==> config.mk <==
export PLATFORM = sky130hd
export DESIGN_NAME = config_stream_loader_flat
export DESIGN_NICKNAME = d
export VERILOG_FILES = /design/src/rtl/config_stream_loader_if.sv /design/src/rtl/config_stream_loader.sv /design/src/flat_wrapper.sv
export SDC_FILE = /design/constraint.sdc
export NUM_CORES = 1
export LEC_CHECK = 0
export ABC_AREA = 1
export BUFFER_PORTS_ARGS = -buffer_cell sky130_fd_sc_hd__buf_2
export CORE_UTILIZATION = 53
export CTS_CLUSTER_DIAMETER = 150
export DETAILED_ROUTE_END_ITERATION = 10
export PLACE_DENSITY = 0.78
export SLEW_MARGIN = 20
export SYNTH_ARGS = -nofsm -noshare
export SYNTH_HDL_FRONTEND = slang
export SYNTH_SLANG_ARGS = --single-unit
==> constraint.sdc <==
create_clock -name cclk -period 1.54 [get_ports cclk]
set_input_delay 0.308 -clock cclk [delete_from_list [all_inputs] [get_ports cclk]]
set_output_delay 0.308 -clock cclk [all_outputs]
set_load 0.01 [all_outputs]
==> src/rtl/config_stream_loader_if.sv <==
// Serial configuration bit stream handshake (valid/ready).
// The master drives bits; the loader (slave) signals when it will accept one.
interface config_stream_loader_if;
    logic bit_in;
    logic bit_valid;
    logic bit_ready;

    modport master (
        output bit_in,
        output bit_valid,
        input  bit_ready
    );

    modport slave (
        input  bit_in,
        input  bit_valid,
        output bit_ready
    );
endinterface

==> src/rtl/config_stream_loader.sv <==
// Assembles an LSB-first serial bitstream into MEM_SIZE-bit words and writes
// them in order to NUM_BLOCKS latch blocks through a shared bus and a one-hot cen strobe.
module config_stream_loader #(
    parameter int unsigned MEM_SIZE   = 16,
    parameter int unsigned NUM_BLOCKS = 8
) (
    input  logic                    cclk,
    input  logic                    rst,
    input  logic                    start,
    input  logic                    abort,
    config_stream_loader_if.slave   s_bit,
    output logic [MEM_SIZE-1:0]     config_out,
    output logic [NUM_BLOCKS-1:0]   cen,
    output logic                    busy,
    output logic                    done
);

    localparam int unsigned CNT_W = $clog2(MEM_SIZE + 1);
    localparam int unsigned BLK_W = (NUM_BLOCKS > 1) ? $clog2(NUM_BLOCKS) : 1;

    typedef enum logic [1:0] {
        IDLE,
        SHIFT,
        WRITE,
        DONE
    } state_e;

    state_e                  state_q, state_d;
    logic [CNT_W-1:0]        cnt_q, cnt_d;
    logic [BLK_W-1:0]        blk_q, blk_d;
    logic [MEM_SIZE-1:0]     config_out_q, config_out_d;
    logic [NUM_BLOCKS-1:0]   cen_q, cen_d;
    logic                    bit_ready_q, bit_ready_d;
    logic                    busy_q, busy_d;
    logic                    done_q, done_d;

    always_comb begin
        state_d      = state_q;
        cnt_d        = cnt_q;
        blk_d        = blk_q;
        config_out_d = config_out_q;

        case (state_q)
            IDLE: begin
                if (start) begin
                    state_d      = SHIFT;
                    cnt_d        = '0;
                    blk_d        = '0;
                    config_out_d = '0;
                end
            end
            SHIFT: begin
                if (abort) begin
                    state_d = IDLE;
                end else if (s_bit.bit_valid && bit_ready_q) begin
                    config_out_d = {s_bit.bit_in, config_out_q[MEM_SIZE-1:1]};
                    if (cnt_q == CNT_W'(MEM_SIZE - 1)) begin
                        state_d = WRITE;
                        cnt_d   = '0;
                    end else begin
                        cnt_d = cnt_q + CNT_W'(1);
                    end
                end
            end
            WRITE: begin
                if (abort) begin
                    state_d = IDLE;
                end else if (blk_q == BLK_W'(NUM_BLOCKS - 1)) begin
                    state_d = DONE;
                end else begin
                    blk_d   = blk_q + BLK_W'(1);
                    state_d = SHIFT;
                end
            end
            DONE: begin
                state_d = IDLE;
            end
            default: begin
                state_d = IDLE;
            end
        endcase

        // Outputs are decoded from the next state so the flops line up with the state they describe.
        bit_ready_d = (state_d == SHIFT);
        busy_d      = (state_d != IDLE);
        done_d      = (state_d == DONE);
        cen_d       = '0;
        for (int unsigned k = 0; k < NUM_BLOCKS; k++) begin
            cen_d[k] = (state_d == WRITE) && (blk_d == BLK_W'(k));
        end
    end

    always_ff @(posedge cclk) begin
        if (rst) begin
            state_q      <= IDLE;
            cnt_q        <= '0;
            blk_q        <= '0;
            config_out_q <= '0;
            cen_q        <= '0;
            bit_ready_q  <= 1'b0;
            busy_q       <= 1'b0;
            done_q       <= 1'b0;
        end else begin
            state_q      <= state_d;
            cnt_q        <= cnt_d;
            blk_q        <= blk_d;
            config_out_q <= config_out_d;
            cen_q        <= cen_d;
            bit_ready_q  <= bit_ready_d;
            busy_q       <= busy_d;
            done_q       <= done_d;
        end
    end

    assign s_bit.bit_ready = bit_ready_q;
    assign config_out      = config_out_q;
    assign cen             = cen_q;
    assign busy            = busy_q;
    assign done            = done_q;

endmodule

==> src/flat_wrapper.sv <==
// flat-port wrapper written by rule: the top's interface ports become plain ports
module config_stream_loader_flat 
#(
    parameter int unsigned MEM_SIZE   = 16,
    parameter int unsigned NUM_BLOCKS = 8
)
  (cclk, rst, start, abort, config_out, cen, busy, done, s_bit_bit_in, s_bit_bit_valid, s_bit_bit_ready);
  config_stream_loader_if s_bit_i ();
  input  logic cclk;
  input  logic rst;
  input  logic start;
  input  logic abort;
  output logic [MEM_SIZE-1:0] config_out;
  output logic [NUM_BLOCKS-1:0] cen;
  output logic busy;
  output logic done;
  input wire logic [$bits(s_bit_i.bit_in)-1:0] s_bit_bit_in;
  input wire logic [$bits(s_bit_i.bit_valid)-1:0] s_bit_bit_valid;
  output wire logic [$bits(s_bit_i.bit_ready)-1:0] s_bit_bit_ready;
  assign s_bit_i.bit_in = s_bit_bit_in;
  assign s_bit_i.bit_valid = s_bit_bit_valid;
  assign s_bit_bit_ready = s_bit_i.bit_ready;
  config_stream_loader #(.MEM_SIZE(MEM_SIZE), .NUM_BLOCKS(NUM_BLOCKS)) u_core (.cclk(cclk), .rst(rst), .start(start), .abort(abort), .s_bit(s_bit_i), .config_out(config_out), .cen(cen), .busy(busy), .done(done));
endmodule
==> out/metrics.yaml, run 1 <==
clock_sinks: 37
diodes: 0
cts_buffers: 5
first_pass_iters: 4
grt_pass1_vias: 1112
min_from: "rst"
die_x_um: 56.3
worstReg2RegStart: "u_core.cnt_q[0]$_SDFFE_PP0P_"
die_y_um: 56.3
critical_path.startpoint: "u_core.cnt_q[0]$_SDFFE_PP0P_"
synth_async_sr_flop_share_pct: 0
crit_arrival_ps: 1690
worst_slack_ps: 133
yosysUniqueCellTypes: 20
worstMarginPinSlew_ps: 339
row_count: 19
period_minus_slack_ps: 1410
synth_area_per_cell_um2: 7.69
vias: 1418
ys_ff_latch: 37
finClkSkew_ps: 6.40
cts_resized: 0
setup_viol: 0
ios: 33
overflow: 0
slew_headroom_pct: 77.4
drt-initial-drc-count: 41
power_density_nw_per_um2: 953
clock_latency_ps: 340
grt_antenna_before_repair: 0
hold_buffers: 0
h-tree-depth: 2
yosysTopAreaCell: "dfxtp_1"
grt_pass1_wl_um: 4940
hold_viol_final: 0
cts_setup_buffers: 0
path_clk_slew_ps: 100
vdd.ir_drop.worst_mv: 0.884
numPortBuffers: 32
r2r_end: "u_core.cen[0]$_SDFF_PP0_"
startpoint_type: "flop"
tns_ps: 0
drt-total-wl_um: 3050
yosysWarnings: 0
crit_path_end_kind: "flop"
grt_max_degree: 21
p_leak_nw: 0.901
worstPathRequired_ps: 1820
maxCapViolCount: 0
synth.most_common_cell: "nor2_1"
viasPerCell: 5.25
synth_area_leaders: "dfxtp_1, nor2_1, nand2_1, a22oi_1, o21ai_0"
core_area_um2: 2780
synthCells: 203
start_util_pct: 56.1
ys_top_cells_by_count: "nor2_1, nand2_1, dfxtp_1"
min_path_type: "primary input to flop"
area_growth_pct: 14.7
fin_nets: 246
reg2regPathDepth: 7
status: "completed"
dp_slack_ps: 180
grt_setup_unrepaired: "no"
yosysSeqAreaShare_pct: 47.5
drtAntennaViolNets: 0
crit_type: "flop to flop"
routedWlPerCell_um: 11.3
yosysTopAreaCellShare_pct: 47.5
hold_path_end: "u_core.cnt_q[3]$_SDFFE_PP0P_"
layout-drive-gt1-share_pct: 22.6
ys.flop_type: "dfxtp_1"
fmax_mhz: 711
fp.dieArea_um2: 3160
grt_use_total_pct: 20.5
syn-cell-area_um2: 1560
final_max_slew_viol_count: 0
fin_crit_sh_pct: 91.4
gp_congestion: 0.863
crit_fanout: 4
cts_tree: "built"
synth_fp_nets: 211
drc_errors: 0
rrSetupSlack_ps: 130
post-dp-hpwl_um: 2100
power_w: 0.00171
clockRootBuffer: "clkbuf_4"
synth_edf_count: 0
whs_path_depth: 2
clk_path_buf_depth: 2
## power breakdown
group / leakage (nW) / internal (W) / switching (W)
sequential: 0.302 / 0.000994 / 0.0000257
clock: 0.0320 / 0.000174 / 0.000310
combinational: 0.568 / 0.0000795 / 0.000122
## area by class of cell
class | instances | area, um2
Clock inverter | 2 | 10.0
Tap cell | 31 | 38.8
Inverter | 19 | 71.3
Multi-Input combinational cell | 138 | 689
Clock buffer | 6 | 41.3
Timing Repair Buffer | 37 | 198
Sequential cell | 37 | 741
Fill cell | 253 | 992
## metal layers
layer | GRT usage, % | up-vias | part of all wire (%)
li1 | - | 728 | -
met1 | 26.9 | 652 | 50
met2 | 30.6 | 32 | 44
met3 | 6.91 | 6 | 4.4
met4 | 9.41 | 0 | 1.9
met5 | 0 | - | 0
## flip-flops by register name (all words and copies together), names as in the netlist
| name | flops |
|---|---|
| u_core.cen | 8 |
| u_core.cnt_q | 5 |
| u_core.s_bit.bit_ready | 1 |
| u_core.config_out | 16 |
| u_core.done | 1 |
| u_core.busy | 1 |
| u_core.state_q | 2 |
| u_core.blk_q | 3 |
## cells in the final DEF (no fill, tap or decap)
master and count:
nand2_2 2, inv_1 17, nor2_4 2, a21boi_0 1, inv_2 2, a22oi_1 12
a22oi_2 4, clkbuf_4 5, clkinv_2 2, buf_4 5, xor2_1 1, o21ai_0 17
nor2_1 40, a21oi_1 4, ha_1 2, clkbuf_1 1, nand2_1 38, buf_2 32
dfxtp_1 37, nand3_1 15
## kinds of logic (layout without fill, tap and decap cells)
family | Yosys count | count (layout) | share of synthesized area (%)
AO/OA/AOI/OAI | 38 | 38 | 16.2
adder cells (fa/ha/maj) | 2 | 2 | 1.60
XOR/XNOR | 1 | 1 | 0.561
AND/OR/NAND/NOR | 97 | 97 | 25.8
flip-flops | 37 | 37 | 47.5
buffers and inverters | 28 | 64 | 8.34
## worst max path at each step
stage / end / slack [ps]
2_1_floorplan: u_core.config_out[10]$_SDFFE_PP0P_ / 360
3_3_place_gp: u_core.cen[3]$_SDFF_PP0_ / 200
3_5_place_dp: u_core.cen[0]$_SDFF_PP0_ / 180
4_1_cts: u_core.cen[0]$_SDFF_PP0_ / 150
5_1_grt: u_core.cen[4]$_SDFF_PP0_ / 10
6_report: u_core.cen[0]$_SDFF_PP0_ / 130
## through the flow
step                      area [um2]  utilization (%)  instances  hold slack [ps]
after detailed placement        1740             62.5        262              456
final                           1790             64.3        270              224
after floorplan                 1560                -        203              377
after global placement          1740             62.5        262              449
after CTS                       1790             64.3        270              213
after global routing            1790             64.3        270              227
## worst max-delay path: stages, from the launching register on
cell     delay (ps)
dfxtp_1         400
ha_1            210
nand2_1          80
nor2_1           90
nand3_1          90
nor2_1          160
nand3_1         170
nor2_1          140
No activity file was read; power rests on OpenSTA's default activity.
==> run 2, diff against run 1 <==
--- a/config.mk
+++ b/config.mk
@@ -7,6 +7,7 @@
 export LEC_CHECK = 0
 export ABC_AREA = 1
 export BUFFER_PORTS_ARGS = -buffer_cell sky130_fd_sc_hd__buf_2
+export CORE_ASPECT_RATIO = 1.5
 export CORE_UTILIZATION = 53
 export CTS_CLUSTER_DIAMETER = 150
 export DETAILED_ROUTE_END_ITERATION = 10
==> run 2 against run 1 <==
  * First-iteration DRC count increased by 12%
  * Combinational power increased by 2%
  * Count of clock-buffer cells in the layout unchanged
  * Die area increased by 0.15%
  * Worst hold slack improved by 59 ps
  * Critical path depth unchanged
  * Utilization increased by 5.2 points
  * Sequential power about the same
  * Critical path type unchanged
==> out/metrics.yaml, run 2 (same netlist as run 1, synthesis figures left out) <==
r2r_end: "u_core.busy$_SDFF_PP0_"
status: "completed"
crit_type: "flop to flop"
critical_path.endpoint: "u_core.busy$_SDFF_PP0_"
crit_fanout: 4  # unchanged
vias: 1433  # +1.1%
first_pass_iters: 4  # unchanged
clkPwrFrac_pct: 41.5  # +13 points
numPortBuffers: 32  # unchanged
power_w: 0.00209  # +23%
fin_crit_sh_pct: 87.1  # -4.3 points
switching_share_pct: 23.4  # -3.5 points
worstPathRequired_ps: 1780  # -40 ps
grt_pass1_vias: 1254  # +13%
largest_reg_flops: 16  # unchanged
grt_pass1_wl_um: 5040  # +2.1%
drc_errors: 0  # unchanged
pwr-share-seq_pct: 48.7  # -11 points
period_minus_slack_ps: 1340  # -65.9 ps
worstMarginPinSlew_ps: 365  # +26.4 ps
multiInputGateArea_um2: 702  # +1.8%
rrSetupSlack_ps: 200  # +70 ps
crit_arrival_ps: 1580  # -110 ps
area_growth_pct: 21.8
diodes: 0  # unchanged
ios: 33  # unchanged
power_density_nw_per_um2: 1100  # +16%
drt-total-wl_um: 3120  # +2.0%
grt_use_total_pct: 22.5  # +2.0 points
routedWlPerCell_um: 11.2  # -1.3%
slew_headroom_pct: 75.6  # -1.8 points
cts_tree: "built"
fin_area_um2: 1900  # +6.2%
finClkSkew_ps: 5.68  # -0.724 ps
start_util_pct: 57.1  # +0.98 points
clock_sinks: 37  # unchanged
core_area_um2: 2730  # -1.7%
switching_power_w: 0.000491  # +7.0%
drt-initial-drc-count: 46  # +12%
setup_viol: 0  # unchanged
crit_path_end_kind: "flop"
fp.dieArea_um2: 3170  # +0.15%
startpoint_type: "flop"
die_y_um: 68.5  # +22%
layout-drive-gt1-share_pct: 25.2  # +2.6 points
critical_path.startpoint: "u_core.cnt_q[0]$_SDFFE_PP0P_"
clockRootBuffer: "clkbuf_8"
gp_congestion: 0.793  # -8.0%
die_x_um: 46.3  # -18%
min_path_type: "primary input to flop"
overflow: 0  # unchanged
worstReg2RegStart: "u_core.cnt_q[0]$_SDFFE_PP0P_"
h-tree-depth: 2  # unchanged
place_area_um2: 1770  # +1.7%
p_leak_nw: 0.941  # +4.4%
grt_antenna_before_repair: 0  # unchanged
post-dp-hpwl_um: 2230  # +6.5%
path_clk_slew_ps: 70  # -30 ps
final_max_slew_viol_count: 0  # unchanged
grt_max_degree: 21  # unchanged
mostFrequentLayoutCells: "nor2_1, nand2_1, dfxtp_1"
vdd.ir_drop.worst_mv: 0.924  # +4.6%
viasPerCell: 5.14  # -2.2%
p_int_w: 0.00160  # +29%
reg2regPathDepth: 7  # unchanged
clock_latency_ps: 290  # -50 ps
hold_buffers: 0  # unchanged
regArea_um2: 741  # unchanged
tns_ps: 0  # unchanged
hold_viol_final: 0  # unchanged
fmax_mhz: 746  # +4.9%
maxCapViolCount: 0  # unchanged
fillers: 224  # -11%
clk_path_buf_depth: 2  # unchanged
final_common_cell: "nor2_1"
fin_nets: 249  # +1.2%
row_count: 23  # +4
cts_buffers: 5  # unchanged
pwr-share-comb_pct: 9.8  # -2.0 points
final_core_util_pct: 69.5  # +5.2 points
drtAntennaViolNets: 0  # unchanged
grt_setup_unrepaired: "no"
[run 2: cell count changes in the layout (fill, tap and decap cells not counted), sizes merged]
cell      change
bufinv        +1
clkinv        -2
buf           +3
clkinvlp      +1
[run 2: per-stage QoR]
step | hold WS [ps] | setup slack (ps) | cells
floorplan | 377 | 359 | 203
global placement | 448 | 179 | 271
detailed placement | 453 | 170 | 271
CTS | 266 | 152 | 279
global route | 283 | 10.1 | 279
finish | 283 | 199 | 279
[run 2: worst min path at each step]
stage                                 startpoint                            to  slack [ps]  cells after the start
floorplan                                    rst  u_core.cnt_q[1]$_SDFFE_PP0P_         380                      1
global placement    u_core.cnt_q[4]$_SDFFE_PP0P_  u_core.cnt_q[4]$_SDFFE_PP0P_         450                      2
detailed placement  u_core.cnt_q[4]$_SDFFE_PP0P_  u_core.cnt_q[4]$_SDFFE_PP0P_         450                      2
CTS                                          rst    u_core.blk_q[2]$_SDFF_PP0_         270                      2
global route                                 rst    u_core.blk_q[2]$_SDFF_PP0_         280                      2
finish                                       rst    u_core.blk_q[2]$_SDFF_PP0_         280                      2
[run 2: what timing repair did]
| action | 4_1_cts | 5_1_grt |
|---|---|---|
| buffers inserted | 0 | 0 |
| resized for setup | 0 | 3 |
| endpoints found under the setup margin | 0 | 7 |
| endpoints found under the hold margin | 0 | 0 |
[run 2: power groups by stage]
stage / Clock [W] / Sequential, W / Combinational [W]
floorplan: 0 / 0.00106 / 0.000117
global placement: 0 / 0.00104 / 0.000204
detailed placement: 0 / 0.00104 / 0.000206
CTS: 0.000890 / 0.00102 / 0.000207
global route: 0.000924 / 0.00102 / 0.000232
finish: 0.000869 / 0.00102 / 0.000206
[run 2: layout make-up]
type / count / area share (%)
clock buffers: 6 / 4.34
multi-input cells: 138 / 36.9
flip-flops and latches: 37 / 39.0
well taps: 37 / 2.44
clock inverters: 2 / 1.97
repair buffers: 40 / 11.6
inverters: 19 / 3.75
[run 2: routing by layer]
metal | global-route usage (%) | vias to the layer above | routed length [um]
li1 | - | 731 | -
met1 | 22.0 | 659 | 1260
met2 | 39.4 | 36 | 1640
met3 | 6.33 | 7 | 132
met4 | 14.7 | 0 | 87
met5 | 0 | - | 0
[run 2: critical path: stages (launching register included)]
cell	delay, ps
dfxtp_1	380
ha_1	210
nand3_1	110
nor2_1	220
nand3_1	120
nand2_1	100
nand2_1	70
nand2_1	80
